File: config.mk
export PLATFORM = sky130hd
export DESIGN_NAME = serial_frame_tx
export DESIGN_NICKNAME = d
export VERILOG_FILES = /design/src/rtl/serial_pkg.sv /design/src/rtl/bit_tick_gen.sv /design/src/rtl/serial_frame_tx.sv
export SDC_FILE = /design/constraint.sdc
export NUM_CORES = 1
export LEC_CHECK = 0
export ABC_CLOCK_PERIOD_IN_PS = 1900
export BUFFER_PORTS_ARGS = -buffer_cell sky130_fd_sc_hd__buf_2
export CORE_MARGIN = 8
export CORE_UTILIZATION = 53
export DETAILED_ROUTE_END_ITERATION = 8
export PLACE_DENSITY = 0.84
export RECOVER_POWER = 25
export SYNTH_ARGS = -nofsm -noshare
export SYNTH_HDL_FRONTEND = slang
export SYNTH_HIERARCHICAL = 1
export SYNTH_SLANG_ARGS = --single-unit
File: constraint.sdc
create_clock -name clk -period 1.9 [get_ports clk]
set_input_delay 0.19 -clock clk [delete_from_list [all_inputs] [get_ports clk]]
set_output_delay 0.19 -clock clk [all_outputs]
set_load 0.02 [all_outputs]
File: src/rtl/serial_pkg.sv
// Shared definitions for the framed serial link (transmitter and matching receiver).
package serial_pkg;
  localparam logic [1:0] IDLE  = 2'b00;
  localparam logic [1:0] START = 2'b01;
  localparam logic [1:0] DATA  = 2'b10;
  localparam logic [1:0] STOP  = 2'b11;

  localparam logic LINE_IDLE = 1'b1;

  // Counter width for a modulus n, never narrower than one bit.
  function automatic int cw(input int n);
    return (n <= 1) ? 1 : $clog2(n);
  endfunction
endpackage

File: src/rtl/bit_tick_gen.sv
// Bit-period timer: tick is high in the last clock cycle of every serial bit.
module bit_tick_gen
  import serial_pkg::*;
#(
  parameter int CLKS_PER_BIT = 4
) (
  input  logic clk,
  input  logic rst,
  input  logic clr,
  output logic tick
);
  localparam int CW = cw(CLKS_PER_BIT);
  localparam logic [CW-1:0] LAST = CW'(CLKS_PER_BIT - 1);

  logic [CW-1:0] cnt;

  assign tick = (cnt == LAST);

  // Wraps explicitly at LAST so non-power-of-two periods stay exact.
  always_ff @(posedge clk or negedge rst) begin
    if (!rst)              cnt <= '0;
    else if (clr || tick)  cnt <= '0;
    else                   cnt <= cnt + CW'(1);
  end
endmodule

File: src/rtl/serial_frame_tx.sv
// Framed serial transmitter: start bit, DATA_W data bits LSB-first, stop bit.
module serial_frame_tx
  import serial_pkg::*;
#(
  parameter int DATA_W       = 8,
  parameter int CLKS_PER_BIT = 4
) (
  input  logic              clk,
  input  logic              rst,
  input  logic              in_valid,
  output logic              in_ready,
  input  logic [DATA_W-1:0] in_data,
  output logic              out_bit,
  output logic              busy,
  output logic              done,
  output logic [1:0]        state
);
  localparam int BW = cw(DATA_W);
  localparam logic [BW-1:0] LAST_BIT = BW'(DATA_W - 1);

  logic [1:0]        state_nxt;
  logic [DATA_W-1:0] shreg, shreg_nxt, shr;
  logic [BW-1:0]     bcnt, bcnt_nxt;
  logic              out_nxt, done_nxt;
  logic              tick;

  assign in_ready = (state == IDLE);
  assign busy     = (state != IDLE);
  assign shr      = shreg >> 1;

  // Held clear through IDLE so START always gets a full bit period.
  bit_tick_gen #(.CLKS_PER_BIT(CLKS_PER_BIT)) u_tick (
    .clk  (clk),
    .rst  (rst),
    .clr  (state == IDLE),
    .tick (tick)
  );

  always_ff @(posedge clk or negedge rst) begin
    if (!rst) state <= IDLE;
    else      state <= state_nxt;
  end

  always_comb begin
    state_nxt = state;
    case (state)
      IDLE:    if (in_valid) state_nxt = START;
      START:   if (tick) state_nxt = DATA;
      DATA:    if (tick && bcnt == LAST_BIT) state_nxt = STOP;
      STOP:    if (tick) state_nxt = IDLE;
      default: state_nxt = IDLE;
    endcase
  end

  always_comb begin
    shreg_nxt = shreg;
    bcnt_nxt  = bcnt;
    out_nxt   = out_bit;
    done_nxt  = 1'b0;
    case (state)
      IDLE: begin
        out_nxt = LINE_IDLE;
        if (in_valid) begin
          shreg_nxt = in_data;
          out_nxt   = 1'b0;
        end
      end
      START: if (tick) begin
        out_nxt  = shreg[0];
        bcnt_nxt = '0;
      end
      DATA: if (tick) begin
        shreg_nxt = shr;
        bcnt_nxt  = bcnt + BW'(1);
        out_nxt   = (bcnt == LAST_BIT) ? LINE_IDLE : shr[0];
      end
      STOP: if (tick) done_nxt = 1'b1;
      default: out_nxt = LINE_IDLE;
    endcase
  end

  // Outputs are registered so the line never glitches.
  always_ff @(posedge clk or negedge rst) begin
    if (!rst) begin
      shreg   <= '0;
      bcnt    <= '0;
      out_bit <= LINE_IDLE;
      done    <= 1'b0;
    end else begin
      shreg   <= shreg_nxt;
      bcnt    <= bcnt_nxt;
      out_bit <= out_nxt;
      done    <= done_nxt;
    end
  end
endmodule

==> results.rst, run 1 <==
.. list-table::
   :header-rows: 1

   * - Metric
     - Value
   * - Number of diodes
     - 0
   * - Number of slew-limit violations in the final report
     - 0
   * - Clk_skew
     - 0.00162 ns
   * - Maximum clock frequency
     - 545 MHz
   * - Combinational share of power
     - 0.579
   * - Clock-pin slew on the worst setup and hold paths
     - 0.10 ns
   * - Type of origin of the critical path
     - register
   * - Count of pins on the block boundary
     - 17
   * - Mapped cell area
     - 957 um2
   * - Series of cell instances along the critical path
     - inv_1 -> ha_2 -> buf_4 -> nor3_1 -> o221ai_1 -> mux2_2
   * - Routability congestion estimate
     - 0.780
   * - Wire length of the first global-routing pass
     - 2.95 mm
   * - Total number of yosys warnings
     - 6
   * - Post-Synth Simple-Gate Area
     - 0.0954
   * - Count of buffers inserted at the top-level ports
     - 16
   * - Cells after synthesis
     - 77
   * - #FFs+latches synth
     - 17
   * - Share of power burned in the clock network
     - 0.097
   * - Power dissipated by switching net loads
     - 0.000749 W
   * - Overall power after layout
     - 0.00195 W
   * - Count of endpoints failing hold in the final timing report
     - 0
   * - Part of the power in registers
     - 0.324
   * - Final-report setup violation count
     - 0
   * - DRC violation count after routing
     - 0
   * - Net Sw Frac
     - 0.385
   * - Period minus WS final
     - 1.83 ns
   * - Total congestion overflow after global routing
     - 0
   * - Half-perimeter wire length after placement
     - 1.36 mm
   * - Number of fill cells
     - 130
   * - DRC violation total after the first TritonRoute iteration
     - 14
   * - Slew @ Worst Pin
     - 0.903 ns
   * - Number of distinct library cells after synthesis
     - 28
   * - Sequential fraction of the synthesis area
     - 0.446
   * - Number of global-route vias before repair
     - 686
   * - Overall track demand over capacity in global routing
     - 0.107
   * - Slew HR
     - 0.398
   * - Setup slack after placement
     - 0.0489 ns
   * - X dimension of the die
     - 58.5 um
   * - Total clock buffers created by CTS
     - 3
   * - Part of the cycle the worst path needs
     - 0.965
   * - Die ar.
     - 3420 um2
   * - Synthesized net count
     - 97
   * - CTS HTree Levels
     - 1
   * - Max stage delay on crit path
     - 0.42 ns
   * - Layout cell share with drive strength beyond 1
     - 0.485
   * - Multi-input gate area
     - 507 um2
   * - Share of synthesized area spent on multiplexers
     - 0.188
   * - Final net count
     - 120
   * - Wire length per cell after detailed routing
     - 14.2 um
   * - Post-detailed-route count of antenna-violating nets
     - 0
   * - Number of vias after detailed routing
     - 637
   * - Utilization after layout
     - 0.660
   * - Power Density
     - 1730 nW/um2
   * - Number of antenna violations at the first check in global routing
     - 0
   * - Routed vias/inst
     - 5.14
   * - Worst path required time
     - 2.07 ns
   * - Max Cap Viol
     - 0
   * - Endpoint class of the critical path
     - register
   * - Seq. cell area
     - 428 um2
   * - Core Footprint
     - 1710 um2
   * - Xor-xnor portion of the synthesized cell area
     - 0
   * - Signed area change from the synthesized netlist to the final layout
     - 17.8%
   * - Initial cell density of the core
     - 0.560
   * - Main combinational cell family by area after synthesis
     - multiplexers
   * - Final setup slack of the worst path
     - 0.0657 ns
   * - Synth Area per Inst
     - 12.4 um2
   * - Synthesized-area fraction occupied by ao, oa, aoi and oai cells
     - 0.112
   * - Clock latency on the worst-skew pair
     - 0.28 ns
   * - Leakage power figure
     - 0.525 nW
   * - Peak fanout along the critical path
     - 9
   * - Internal cell power
     - 0.00120 W
   * - Final cell area excluding filler cells
     - 1130 um2
   * - Dpl cell area
     - 1080 um2
   * - Status
     - finished clean
   * - Adder-cell share of the synthesized area
     - 0.118
   * - Clock root buffer
     - sky130_fd_sc_hd__clkbuf_4
   * - TritonRoute pass-1 iters
     - 4
   * - Largest net degree at the start of global routing
     - 18
   * - Category of the critical setup timing path
     - register to register
   * - VDD IR-drop max
     - 0.829 mV
   * - Arrival time worst endpoint
     - 2.01 ns
   * - Number of sinks handled by clock tree synthesis
     - 17
   * - FP Rows
     - 15
   * - Total wire length after detailed routing
     - 1.77 mm
   * - Path category of the worst min-delay check
     - input port to register
   * - Clock tree from TritonCTS
     - built
   * - Highest-delay cell along the critical path
     - sky130_fd_sc_hd__dfrtp_2
   * - Die Height
     - 58.5 um
   * - Max clock buf depth
     - 2
## through the flow
stage | hold WS [ns] | cells | setup TNS, ns
final | 0.258 | 124 | 0
after global routing | 0.246 | 124 | -0.00705
after CTS | 0.253 | 123 | 0
after detailed placement | 0.136 | 118 | 0
after global placement | 0.128 | 118 | 0
after floorplan | -0.106 | 77 | 0
## flip-flops by register name, summed over array words and instances, names as in the netlist
register / cells
done: 1
shreg: 8
u_tick/cnt: 2
out_bit: 1
state: 2
bcnt: 3
## logic make-up after synthesis
kind of cell,count (synthesis)
adder cells (fa/ha/maj),9
buffers and inverters,7
flip-flops,17
AND/OR/NAND/NOR,14
AO/OA/AOI/OAI,14
multiplexers,16
## synth_stat cells, drive strengths merged
library cell / number / share of area
o21ai: 5 / 0.026
dfrtp: 16 / 0.42
a21oi: 1 / 0.0052
o21bai: 1 / 0.0078
o211ai: 1 / 0.0078
and3: 1 / 0.0065
mux2: 16 / 0.19
ha: 9 / 0.12
nand2: 3 / 0.012
dfstp: 1 / 0.027
a211oi: 1 / 0.021
inv: 4 / 0.016
a32o: 2 / 0.021
a21boi: 1 / 0.0078
nor2b: 3 / 0.027
a31oi: 1 / 0.0065
o221ai: 1 / 0.0092
and2: 1 / 0.0065
buf: 3 / 0.025
nor2: 2 / 0.0078
nor3b: 1 / 0.013
nand2b: 1 / 0.0065
nor3: 2 / 0.016
## cell type report
type                    count  share of cell area
clock buffers               3              0.0200
repair buffers             21               0.105
flip-flops and latches     17               0.380
inverters                   4              0.0133
multi-input cells          53               0.450
clock inverters             1             0.00444
well taps                  25              0.0277
## power by group through the flow
stage,Clock [W],Combinational (W),Sequential (W)
floorplan,0,0.000848,0.000657
global placement,0,0.00106,0.000625
detailed placement,0,0.00110,0.000641
CTS,0.000197,0.00111,0.000631
global route,0.000208,0.00124,0.000655
finish,0.000189,0.00113,0.000630
## cells in the final DEF (no fill, tap or decap), drive strengths merged
| cell | synthesis | final |
|---|---|---|
| a21boi | 1 | 1 |
| o221ai | 1 | 1 |
| a32o | 2 | 2 |
| clkbuf | 0 | 4 |
| nand2b | 1 | 1 |
| a31oi | 1 | 1 |
| o211ai | 1 | 1 |
| dlygate4sd3 | 0 | 1 |
| nand2 | 3 | 3 |
| and2 | 1 | 1 |
| dfrtp | 16 | 16 |
| nor2 | 2 | 2 |
| and3 | 1 | 1 |
| nor3b | 1 | 1 |
| dfstp | 1 | 1 |
| mux2 | 16 | 16 |
| o21ai | 5 | 5 |
| inv | 4 | 4 |
| o21bai | 1 | 1 |
| buf | 3 | 19 |
| a211oi | 1 | 1 |
| a21oi | 1 | 1 |
| nor2b | 3 | 3 |
| ha | 9 | 9 |
| clkinv | 0 | 1 |
| nor3 | 2 | 2 |
## final timing paths
kind | start | endpoint | slack (ns) | cells past startpoint
max reg2reg | state[0] | state[1] | 0.07 | 6
min in group asynchronous | rst | done | 0.54 | 2
max in group asynchronous | rst | state[0] | 0.75 | 2
max | state[0] | state[1] | 0.07 | 6
min | in_data[3] | shreg[3] | 0.26 | 3
min reg2reg | u_tick/cnt[0] | u_tick/cnt[0] | 0.47 | 1
## metal layers
| metal | up-vias | routed length, um | global-route usage |
|---|---|---|---|
| li1 | 317 | - | - |
| met1 | 306 | 761 | 0.113 |
| met5 | - | 0 | 0 |
| met4 | 0 | 29 | 0.0315 |
| met2 | 10 | 897 | 0.198 |
| met3 | 4 | 78 | 0.0326 |
## worst max-delay path, delay by kind of cell (launching register included)
kind            cells  cell delay [ns]
simple gates        1             0.28
compound gates      1             0.20
fa+ha+maj           1             0.24
flops               1             0.42
mux                 1             0.30
buf+inv             2             0.29
## what timing repair did
item / CTS / global route
hold endpoints to repair: 16 / 0
endpoints found under the setup margin: 0 / 8
setup buffers: 0 / 1
hold buffers: 1 / 0
gates resized for setup: 0 / 1
Note: power is estimated with default switching activity, not from simulation.
==> run 2: changes to the inputs <==
ABC_CLOCK_PERIOD_IN_PS = 2330   (was 1900)
CORE_UTILIZATION = 55   (was 53)
PLACE_DENSITY = 0.87   (was 0.84)
clock period = 2.33 ns   (was 1.9 ns; I/O delays follow)
==> run 2 against run 1 <==
Net effect: core utilization fell by 2.2 points; via count fell by 4.6%; count of clock-buffer cells in the layout rose by 1; critical endpoint is now shreg[6]; flip-flop and latch count did not move.
==> results.rst, run 2 (synthesis results as in run 1) <==
.. list-table::
   :header-rows: 1

   * - Metric
     - Value
   * - Max Cap Viol
     - 0 (unchanged)
   * - Wire length of the first global-routing pass
     - 2.69 mm (-8.9%)
   * - Status
     - finished clean
   * - Series of cell instances along the critical path
     - inv_1 -> ha_1 -> inv_1 -> a211oi_4 -> mux2_2
   * - Unrepaired setup endpoints after global routing
     - no
   * - DRC violation count after routing
     - 0 (unchanged)
   * - Combinational share of power
     - 0.561 (-0.018)
   * - Power dissipated by switching net loads
     - 0.000580 W (-23%)
   * - Half-perimeter wire length after placement
     - 1.25 mm (-8.1%)
   * - Type of origin of the critical path
     - register
   * - Dpl cells
     - 108 (-8.5%)
   * - Endpoint class of the critical path
     - register
   * - Launching point of the worst reg2reg path
     - state[0]
   * - Max stage delay on crit path
     - 0.44 ns (+0.02 ns)
   * - Leakage power figure
     - 0.510 nW (-3.0%)
   * - Final-report setup violation count
     - 0 (unchanged)
   * - DRC violation total after the first TritonRoute iteration
     - 7 (-7)
   * - Category of the critical setup timing path
     - register to register
   * - Signed area change from the synthesized netlist to the final layout
     - 12.5%
   * - Number of fill cells
     - 136 (+4.6%)
   * - Number of vias after detailed routing
     - 608 (-4.6%)
   * - Arrival time worst endpoint
     - 2.15 ns (+0.14 ns)
   * - Library cell appearing most often on the critical path
     - sky130_fd_sc_hd__inv_1
   * - Number of antenna violations at the first check in global routing
     - 0 (unchanged)
   * - Number of global-route vias before repair
     - 626 (-8.7%)
   * - FP Rows
     - 15 (unchanged)
   * - Number of slew-limit violations in the final report
     - 0 (unchanged)
   * - Number of standard cells in the final layout excluding fillers
     - 113 (-8.9%)
   * - Clock tree from TritonCTS
     - built
   * - Share of power burned in the clock network
     - 0.102 (+0.005)
   * - Seq. cell area
     - 427 um2 (-0.29%)
   * - Period minus WS final
     - 1.98 ns (+0.150 ns)
   * - Net Sw Frac
     - 0.386 (+0.000985)
   * - Slew @ Worst Pin
     - 0.862 ns (-0.0409 ns)
   * - Routed vias/inst
     - 5.38 (+4.7%)
   * - Most frequent cells in the layout
     - 16 x sky130_fd_sc_hd__mux2_2, 16 x sky130_fd_sc_hd__dfrtp_1, 15 x sky130_fd_sc_hd__buf_2, 9 x sky130_fd_sc_hd__ha_1, 5 x sky130_fd_sc_hd__o21ai_0
   * - Clock-pin slew on the worst setup and hold paths
     - 0.10 ns (about the same)
   * - Final setup slack of the worst path
     - 0.346 ns (+0.280 ns)
   * - Highest-delay cell along the critical path
     - sky130_fd_sc_hd__dfrtp_1
   * - Total clock buffers created by CTS
     - 3 (unchanged)
   * - Setup slack after placement
     - 0.380 ns (+0.332 ns)
   * - Largest net degree at the start of global routing
     - 18 (unchanged)
   * - Maximum clock frequency
     - 504 MHz (-7.6%)
   * - Internal cell power
     - 0.000923 W (-23%)
   * - Max reg flops
     - 8 (unchanged)
   * - Multi-input gate area
     - 492 um2 (-3.0%)
   * - Core Footprint
     - 1690 um2 (-1.1%)
   * - Peak fanout along the critical path
     - 7 (-2)
   * - TritonRoute pass-1 iters
     - 2 (-2)
   * - Number of sinks handled by clock tree synthesis
     - 17 (unchanged)
   * - X dimension of the die
     - 57.7 um (-1.3%)
   * - CTS HTree Levels
     - 1 (unchanged)
   * - Final cell area excluding filler cells
     - 1080 um2 (-4.4%)
   * - Utilization after layout
     - 0.638 (-0.0223)
   * - Path category of the worst min-delay check
     - input port to register
   * - Overall track demand over capacity in global routing
     - 0.102 (-0.00487)
   * - Layout cell share with drive strength beyond 1
     - 0.427 (-0.0578)
   * - Top reg by flops
     - shreg
   * - Total congestion overflow after global routing
     - 0 (unchanged)
   * - Part of the cycle the worst path needs
     - 0.852 (-0.114)
   * - Largest regs
     - shreg x8, bcnt x3
   * - Total wire length after detailed routing
     - 1.57 mm (-11%)
   * - Fin Setup TNS
     - 0 ns (unchanged)
   * - Clk_skew
     - 0.00983 ns (+0.00821 ns)
   * - Wire length per cell after detailed routing
     - 13.9 um (-2.6%)
   * - Slew HR
     - 0.425 (+0.0273)
   * - Worst path top cell family by delay
     - flip-flops
   * - Dpl cell area
     - 1040 um2 (-3.6%)
   * - Power Density
     - 1400 nW/um2 (-19%)
   * - Die Height
     - 57.7 um (-1.3%)
   * - Initial cell density of the core
     - 0.567 (+0.00623)
   * - Critical hold path startpoint
     - in_data[0]
   * - Worst path required time
     - 2.50 ns (+0.43 ns)
   * - Final net count
     - 117 (-2.5%)
   * - Post-detailed-route count of antenna-violating nets
     - 0 (unchanged)
   * - Bufs and invs on worst path
     - 2 (unchanged)
   * - Count of endpoints failing hold in the final timing report
     - 0 (unchanged)
   * - Clock root buffer
     - sky130_fd_sc_hd__clkbuf_4
   * - Clock latency on the worst-skew pair
     - 0.28 ns (about the same)
   * - Beginning of the critical path
     - state[0]
   * - Max clock buf depth
     - 2 (unchanged)
   * - Die ar.
     - 3330 um2 (-2.6%)
   * - Routability congestion estimate
     - 0.819 (+5.1%)
   * - VDD IR-drop max
     - 0.738 mV (-11%)
   * - Part of the power in registers
     - 0.337 (+0.013)
   * - Count of buffers inserted at the top-level ports
     - 16 (unchanged)
   * - Number of diodes
     - 0 (unchanged)
   * - Count of pins on the block boundary
     - 17 (unchanged)
## run 2: cell count changes in the layout (fill, tap and decap cells not counted), sizes merged
cell / delta
buf: -3
clkbuf: +1
clkinv: -1
## run 2: per-layer routing
metal	track usage	vias up	routed length (um)	share of wire
met5	0	-	0	0
met4	0.0420	0	12	0.0077
met3	0.0287	2	41	0.026
met2	0.166	8	786	0.50
met1	0.125	287	726	0.46
li1	-	311	-	-
## run 2: path summary, 6_finish.rpt
path,slack [ns],depth (start not counted),end
min,0.31,3,shreg[0]
max reg2reg,0.35,5,shreg[6]
min reg2reg,0.48,1,u_tick/cnt[0]
max,0.35,5,shreg[6]
max in group asynchronous,1.23,2,shreg[1]
min in group asynchronous,0.56,2,done
## run 2: tightest hold or removal path, stage by stage
cell	delay (ns)
sky130_fd_sc_hd__buf_2	0.08
sky130_fd_sc_hd__mux2_2	0.12
sky130_fd_sc_hd__mux2_2	0.13
## run 2: layout make-up
type,count,area share
tap,17,0.0197
multi-input combinational,53,0.456
inverter,4,0.0139
sequential,17,0.396
timing repair buffer,18,0.0894
clock buffer,4,0.0244
## run 2: power groups by stage
stage          Combinational (W)  Sequential (W)  Clock (W)
5_1_grt                 0.000929        0.000525   0.000169
3_5_place_dp            0.000850        0.000514          0
3_3_place_gp            0.000833        0.000503          0
4_1_cts                 0.000855        0.000507   0.000158
6_report                0.000843        0.000507   0.000153
2_1_floorplan           0.000662        0.000534          0
## run 2: through the flow
step,hold WS [ns],power (W)
final,0.308,0.00150
after global routing,0.294,0.00162
after CTS,0.302,0.00152
after detailed placement,0.171,0.00136
after global placement,0.170,0.00134
after floorplan,-0.0626,0.00120
## run 2: what timing repair did
item,in CTS,in global routing
hold endpoints to repair,16,0
setup endpoints to repair,0,0
gates resized for setup,0,0
buffers inserted,0,0
hold buffers,1,0
